## config.mk

```make
export PLATFORM = sky130hd
export DESIGN_NAME = alu_fun_dispatch
export DESIGN_NICKNAME = d
export VERILOG_FILES = /design/src/rtl/alu_pkg.sv /design/src/rtl/alu_dispatch_stats.sv /design/src/rtl/alu_fun_dispatch.sv
export SDC_FILE = /design/constraint.sdc
export NUM_CORES = 1
export LEC_CHECK = 0
export ABC_AREA = 1
export BUFFER_PORTS_ARGS = -buffer_cell sky130_fd_sc_hd__clkbuf_2
export CAP_MARGIN = 20
export CORE_AREA = 4 4 41 43
export CTS_BUF_LIST = sky130_fd_sc_hd__clkbuf_8
export DETAILED_ROUTE_END_ITERATION = 10
export DIE_AREA = 0 0 45 47
export PLACE_DENSITY = 0.75
export SLEW_MARGIN = 20
export SYNTH_ARGS = -nofsm -noshare
export SYNTH_HDL_FRONTEND = slang
export SYNTH_SLANG_ARGS = --single-unit
```

## constraint.sdc

```tcl
create_clock -name CLK -period 1.3 [get_ports CLK]
set_input_delay 0.065 -clock CLK [delete_from_list [all_inputs] [get_ports CLK]]
set_output_delay 0.065 -clock CLK [all_outputs]
set_load 0.02 [all_outputs]
```

## src/rtl/alu_pkg.sv

```systemverilog
// Shared types, function codes and latency helper for the ALU function dispatcher.
package alu_pkg;

   typedef enum logic {
      IDLE = 1'b0,
      BUSY = 1'b1
   } disp_state_t;

   localparam logic [1:0] ARITH = 2'd0;
   localparam logic [1:0] LOGIC = 2'd1;
   localparam logic [1:0] CMP   = 2'd2;
   localparam logic [1:0] SHIFT = 2'd3;

   // A zero latency field would never complete, so it is treated as one cycle.
   function automatic logic [31:0] unit_lat(input logic [63:0] latVec,
                                            input int unsigned latW,
                                            input int unsigned fun);
      logic [63:0] field;
      field = (latVec >> (fun * latW)) & ((64'd1 << latW) - 64'd1);
      unit_lat = (field == 64'd0) ? 32'd1 : field[31:0];
   endfunction

endpackage

```

## src/rtl/alu_dispatch_stats.sv

```systemverilog
// Per-unit saturating issue counters with a combinational read port.
module alu_dispatch_stats
   import alu_pkg::*;
#(
   parameter int SEL_W  = 2,
   parameter int STAT_W = 16
) (
   input  logic              clk_i,
   input  logic              rst_i,
   input  logic              issue_i,
   input  logic [SEL_W-1:0]  issueFun_i,
   input  logic [SEL_W-1:0]  statSel_i,
   output logic [STAT_W-1:0] statCount_o
);

   localparam int NUM_UNITS = 2**SEL_W;

   logic [STAT_W-1:0] count_q [NUM_UNITS];

   always_ff @(posedge clk_i) begin
      if (rst_i) begin
         for (int i = 0; i < NUM_UNITS; i++) begin
            count_q[i] <= '0;
         end
      end else if (issue_i && (count_q[issueFun_i] != {STAT_W{1'b1}})) begin
         count_q[issueFun_i] <= count_q[issueFun_i] + STAT_W'(1);
      end
   end

   assign statCount_o = count_q[statSel_i];

endmodule

```

## src/rtl/alu_fun_dispatch.sv

```systemverilog
// Registered ALU function dispatcher: one-hot unit enable held for a per-unit latency.
// Optional issue statistics are built when ALU_DISPATCH_STATS_EN is defined.
module alu_fun_dispatch
   import alu_pkg::*;
#(
   parameter int SEL_W = 2,
   parameter int LAT_W = 3,
   parameter logic [(2**SEL_W)*LAT_W-1:0] UNIT_LAT = 12'h849
`ifdef ALU_DISPATCH_STATS_EN
   ,
   parameter int STAT_W = 16
`endif
) (
   input  logic                  CLK,
   input  logic                  RST,
   input  logic                  In_Valid,
   output logic                  In_Ready,
   input  logic [SEL_W-1:0]      ALU_FUN,
   input  logic                  Abort,
   output logic [2**SEL_W-1:0]   Unit_Enable,
   output logic                  Busy,
   output logic                  Done,
   output logic [SEL_W-1:0]      Done_Fun
`ifdef ALU_DISPATCH_STATS_EN
   ,
   input  logic [SEL_W-1:0]      Stat_Sel,
   output logic [STAT_W-1:0]     Stat_Count
`endif
);

   localparam int NUM_UNITS = 2**SEL_W;

   disp_state_t            state_q, state_d;
   logic [LAT_W-1:0]       count_q, count_d;
   logic [NUM_UNITS-1:0]   enable_q, enable_d;
   logic [SEL_W-1:0]       fun_q, fun_d;

   logic                   lastCycle;
   logic                   accept;
   logic [LAT_W-1:0]       loadLat;
   logic [NUM_UNITS-1:0]   loadEnable;

   assign lastCycle  = (state_q == BUSY) && (count_q == LAT_W'(1));
   assign In_Ready   = (state_q == IDLE) || (lastCycle && !Abort);
   assign accept     = In_Valid && In_Ready;
   assign loadLat    = LAT_W'(unit_lat(64'(UNIT_LAT), LAT_W, 32'(ALU_FUN)));
   assign loadEnable = NUM_UNITS'(1) << ALU_FUN;

   always_ff @(posedge CLK) begin
      if (RST) begin
         state_q  <= IDLE;
         count_q  <= '0;
         enable_q <= '0;
         fun_q    <= '0;
      end else begin
         state_q  <= state_d;
         count_q  <= count_d;
         enable_q <= enable_d;
         fun_q    <= fun_d;
      end
   end

   // An accept on the final enable cycle reloads directly, giving gap-free issue.
   always_comb begin
      state_d  = state_q;
      count_d  = count_q;
      enable_d = enable_q;
      fun_d    = fun_q;
      case (state_q)
         IDLE: begin
            if (accept) begin
               state_d  = BUSY;
               count_d  = loadLat;
               enable_d = loadEnable;
               fun_d    = ALU_FUN;
            end
         end
         BUSY: begin
            if (Abort) begin
               state_d  = IDLE;
               count_d  = '0;
               enable_d = '0;
            end else if (lastCycle) begin
               if (accept) begin
                  count_d  = loadLat;
                  enable_d = loadEnable;
                  fun_d    = ALU_FUN;
               end else begin
                  state_d  = IDLE;
                  count_d  = '0;
                  enable_d = '0;
               end
            end else begin
               count_d = count_q - LAT_W'(1);
            end
         end
         default: begin
            state_d  = IDLE;
            count_d  = '0;
            enable_d = '0;
         end
      endcase
   end

   assign Unit_Enable = enable_q;
   assign Busy        = (state_q == BUSY);
   assign Done        = lastCycle && !Abort;
   assign Done_Fun    = fun_q;

`ifdef ALU_DISPATCH_STATS_EN
   alu_dispatch_stats #(
      .SEL_W (SEL_W),
      .STAT_W(STAT_W)
   ) u_stats (
      .clk_i      (CLK),
      .rst_i      (RST),
      .issue_i    (accept),
      .issueFun_i (ALU_FUN),
      .statSel_i  (Stat_Sel),
      .statCount_o(Stat_Count)
   );
`endif

endmodule
```

---- Word-level counts from Yosys, hierarchy flattened ----
Index checks and enable logic that the tools add are counted.
storage, ports and cells
  bits in registers ....................... 10
  logic and storage cells ................. 41
  output and inout port bits .............. 9
  input bits .............................. 6
operators by class
  shift-type cells ........................ 2
  equal/unequal tests ..................... 5
  bitwise logic cells ..................... 1
  mux-type cells .......................... 19
  add/subtract/negate cells ............... 1
  reductions and logical operators ........ 8
  multiply operators ...................... 1
operators by type and width
  cell                  count
  $logic_not 64->1      1
  $mux 4                4
  $mux 3                5
  $shr 12x4->3 const A  1
  $pmux 4 s2            1
  $mux 2                3
  $pmux 3 s2            1
  $mul 2x2->4 const B   1
  $ne 2x2->1 const B    2
  $pmux 2 s2            1
  $reduce_and 2->1      2
  $shl 1x2->4 const A   1
  $eq 3x1->1 const B    1
  $logic_and 1x1->1     3
  $mux 1                3
  $ne 3x2->1 const B    1
  $sub 3x1->3 const B   1
  $ne 2x1->1 const B    1
  $pmux 1 s2            1
  $logic_not 1->1       1
  $logic_or 1x1->1      1
  $not 1->1             1

---- Depth between registers and ports, before layout ----
  depth after elaboration ................. 9
  mapped depth ............................ 8
  gate-level depth less buffers ........... 8

---- Least setup slack after synthesis ----
No wires, ideal clock.
  path kind ............................... register -> register
  from .................................... register state_q (netlist: Busy)
  to ...................................... register enable_q[0] (netlist: Unit_Enable[0])
  cell stages (with the launch flop) ...... 6
  setup time .............................. 67 ps
  data required time ...................... 1233 ps
  buffers on the path ..................... 0
  clock period less this slack ............ 1234 ps
  data arrival time ....................... 1166 ps
  path slack .............................. 66 ps
  path through ............................ dfxtp_1 > inv_2 > or2_4 > a21oi_4 > nand2_1 > a21oi_2
on the way
  cells in the longest elaborated chain, start to end .. 8
  elaborated cells between the ends (all ways) .. 12
  classes of those cells .................. 2 x eq/ne; 4 x mux; 1 x bitwise; 5 x reduce/logical
ends and longest elaborated chain
  what                    line                    RTL
  start, declared         alu_fun_dispatch.sv:33  disp_state_t state_q, state_d;
  start signal, assigned  alu_fun_dispatch.sv:56  state_q <= state_d;
  $logic_and 1x1->1       alu_fun_dispatch.sv:43  assign lastCycle = (state_q == BUSY) && (count_q == LAT_W'(1));
  $logic_and 1x1->1       alu_fun_dispatch.sv:44  assign In_Ready = (state_q == IDLE) || (lastCycle && !Abort);
  $logic_or 1x1->1        alu_fun_dispatch.sv:44
  $logic_and 1x1->1       alu_fun_dispatch.sv:45  assign accept = In_Valid && In_Ready;
  $mux 4                  alu_fun_dispatch.sv:84  if (accept) begin
  $mux 4                  alu_fun_dispatch.sv:83  end else if (lastCycle) begin
  $mux 4                  alu_fun_dispatch.sv:79  if (Abort) begin
  $pmux 4 s2              alu_fun_dispatch.sv:69  case (state_q)
  end signal, assigned    alu_fun_dispatch.sv:58  enable_q <= enable_d;
  end, declared           alu_fun_dispatch.sv:35  logic [NUM_UNITS-1:0] enable_q, enable_d;
Several ways; a longest one is shown, not always the timed one. The select of a mux whose other input is x is not followed.
A chain may end at the register's enable or synchronous reset.

---- Worst setup path after layout ----
  from .................................... register count_q[1]
  to ...................................... output In_Ready
on the way
  cells in the longest elaborated chain, start to end .. 4
ends and longest elaborated chain
  what                    line                    RTL
  start, declared         alu_fun_dispatch.sv:34  logic [LAT_W-1:0] count_q, count_d;
  start signal, assigned  alu_fun_dispatch.sv:57  count_q <= count_d;
  $eq 3x1->1              alu_fun_dispatch.sv:43
  $logic_and 1x1->1       alu_fun_dispatch.sv:43
  $logic_and 1x1->1       alu_fun_dispatch.sv:44
  $logic_or 1x1->1        alu_fun_dispatch.sv:44
  end, declared           alu_fun_dispatch.sv:17  output logic In_Ready,
Every way passes these cells.

==> metrics <==
power density relative to cell area=between 1000 and 1500 nW/um^2; Area growth syn-to-layout=45.6%; pre-CTS worst setup slack=-0.0511 ns; floorplan die height=47 microns; worst-skew pair later-pin latency=between 0.2 and 0.25 ns; Gate Count Post-Synth=70; Port Buf Inserts=14; CP max FO=2; final count of pins violating max slew=0; residual antenna-violating net count after detailed routing=0; area inside the core boundary=1300 sq um; met1 layer usage reported by global route=roughly 16%; status=finished, violations left; nets@finish=100; chip width=about 45 microns; length of the first detailed-routing pass in iterations=4; diode insertion count for antenna repair=0; starting utilization of the core area=between 30% and 40%; setup slack on the worst flop-to-flop path=approximately 0.070 ns; GRT Util Overall=about 16%; number of remaining DRC errors=0; overall power after layout=0.000953 W; final sum of negative setup slack=-0.0234 ns; aggregate global routing overflow=0; worst supply voltage drop on vdd=1.02 mV; Ports=15; antenna violations before repair=0; synthesized flop and latch total=10; buffer depth of the longest clock path=2; hold_buf cts=0; area share of the leading cell type in the synthesized netlist=38.8%; area of the die=~2100 sq um; Required @ worst endpoint=1.24 ns; number of DRC markers after the initial detailed-route iteration=8; Critical Path Sink Type=primary output; combinational group share of total power=between 20 and 25%; cell-internal power=between 0.0006 and 0.0007 W; Fillers=roughly 120; data arrival time of the worst path=between 1 and 1.5 ns; Post-Route Hold Slack=roughly 0.11 ns; switching share of total power=around 28%; sequential-to-total area share from yosys stat=a little under 40%; EDFF count, synth=0; crit start category=flop; max-cap violation count=0; highest achievable clock rate=756 MHz; most instantiated flip-flop cell in the synthesis netlist=dfxtp_1; fraction of power consumed by sequential logic=a little under two fifths; Ys Warns=0; GR met2 Demand/Resource=~27%; classification of the worst-slack hold path=input pin to flop; Distinct cells, synth=18; Wirelength per Cell=12.7 microns; final cycle utilization of the critical path=102%; sinks on the clock net=10; ratio of cells with drive above 1 in the final layout=between 40% and 50%; Cell Rows=13; number of global-route vias before repair=554; via density per instance=between 5 and 6; maximum number of pins on one net before global-route repair=9; Final Hold Vio Count=0; portion of total power attributed to the clock network=between 40% and 50%; routability congestion estimate from global placement=between 0.8 and 0.9; synthesized area per cell=~7.4 sq um; final worst path period need=1.32 ns; Clock Root Buffer=clkbuf_8; clock tree from TritonCTS=built; violated checks=setup timing; post-synth top area cell=dfxtp_1; CTS clk-pin slew, worst paths=0.05 ns; Setup violations, final=1; Total Wirelength=1.35 mm; unrepaired setup endpoints after global routing=true; Inserted Clock Buffers=3; fin util=~58%; relative max-transition margin=a little under nine tenths; class of the most critical setup path=flop to primary output; leakage power summed over all cells=0.336 nW; busiest metal layer after global routing=met2; H-Tree Depth=1; transition time at the pin with the least slew margin=between 0.2 and 0.25 ns; Syn Nets=a little under 80; fraction of synthesis flops using an asynchronous set or reset pin=0%; Post-Route Skew=between 0.004 and 0.005 ns; final worst setup slack=-0.0234 ns; summed instance area of the synthesized netlist=around 520 sq um; synth top area cells=dfxtp_1, nand2_1, inv_1, a21oi_1, a21oi_2; sw power=0.000269 W; dpl hpwl=approximately 950 microns; global-route wire length before repair=approximately 2.3 mm; vias after detailed routing=~540; met3 Usage GRT=between 4 and 5%
-- power groups by stage --
stage	combinational, W	clock, W	sequential (W)
after floorplan	0.0000982	0	0.000364
after global placement	0.000168	0	0.000349
after detailed placement	0.000172	0	0.000350
after CTS	0.000187	0.000398	0.000348
after global routing	0.000229	0.000424	0.000353
final	0.000208	0.000395	0.000350
-- final timing paths --
check,start,to,cells after the start
max,count_q[1],In_Ready,6
min,RST,Unit_Enable[1],2
max reg2reg,count_q[1],count_q[2],9
min reg2reg,Unit_Enable[3],Unit_Enable[3],2
-- synthesized netlist by cell type (2+ instances only) --
library cell	number
nand2_1	18
o21ai_0	5
nand4_1	2
dfxtp_1	10
inv_1	10
nor2_1	3
a21oi_1	6
a21oi_2	3
ha_1	2
nand3_1	2
a211oi_1	2
-- state kept, by name, summed over array words and instances, names as in the netlist --
name	flops
Done_Fun	2
count_q	3
Busy	1
Unit_Enable	4
-- cell families (layout without fill, tap and decap cells) --
group	count (synthesis)	count (layout)	synth area share, %
AND/OR/NAND/NOR	27	27	22.8
buffers and inverters	12	33	8.74
flip-flops	10	10	38.8
AO/OA/AOI/OAI	18	18	23.1
XOR/XNOR	1	1	1.70
adder cells (fa/ha/maj)	2	2	4.85
-- placed cells by master, fill, tap and decap left out, drive strengths merged --
master / n
ha: 2
or2: 1
xnor2: 1
a21oi: 10
a211oi: 2
a31oi: 1
nand2: 18
clkbuf: 17
inv: 11
dfxtp: 10
nand4: 2
buf: 5
nor2: 3
and3: 1
o21ai: 5
nand3: 2
-- metrics by stage --
step	area [sq um]	instances
after detailed placement	623	101
after CTS	714	106
after global placement	623	101
after global routing	751	106
after floorplan	515	70
final	751	106
-- per-layer routing --
metal / vias to the layer above / part of all wire, %
met5: - / 0
met1: 256 / 39
met2: 13 / 54
li1: 271 / -
met3: 3 / 4.1
met4: 0 / 2.6
-- area by class of cell --
cell class,count,area [sq um],area share [%]
sequential,10,204,27.2
clock buffer,4,55.1,7.33
inverter,11,41.3,5.50
timing repair buffer,18,115,15.3
tap,15,18.8,2.50
multi-input combinational,48,317,42.2
-- what timing repair did --
item | in CTS | in global routing
buffers inserted | 1 | 0
pin swaps | 0 | 4
resized for setup | 9 | 12
endpoints found under the setup margin | 5 | 9
-- worst max-delay path, cell delays in order, from the launching register on --
cell,delay (ns)
dfxtp_2,0.31
inv_2,0.08
ha_4,0.16
nand2_4,0.05
buf_6,0.11
o21ai_2,0.14
clkbuf_8,0.16
Note: power is estimated with default switching activity, not from simulation.
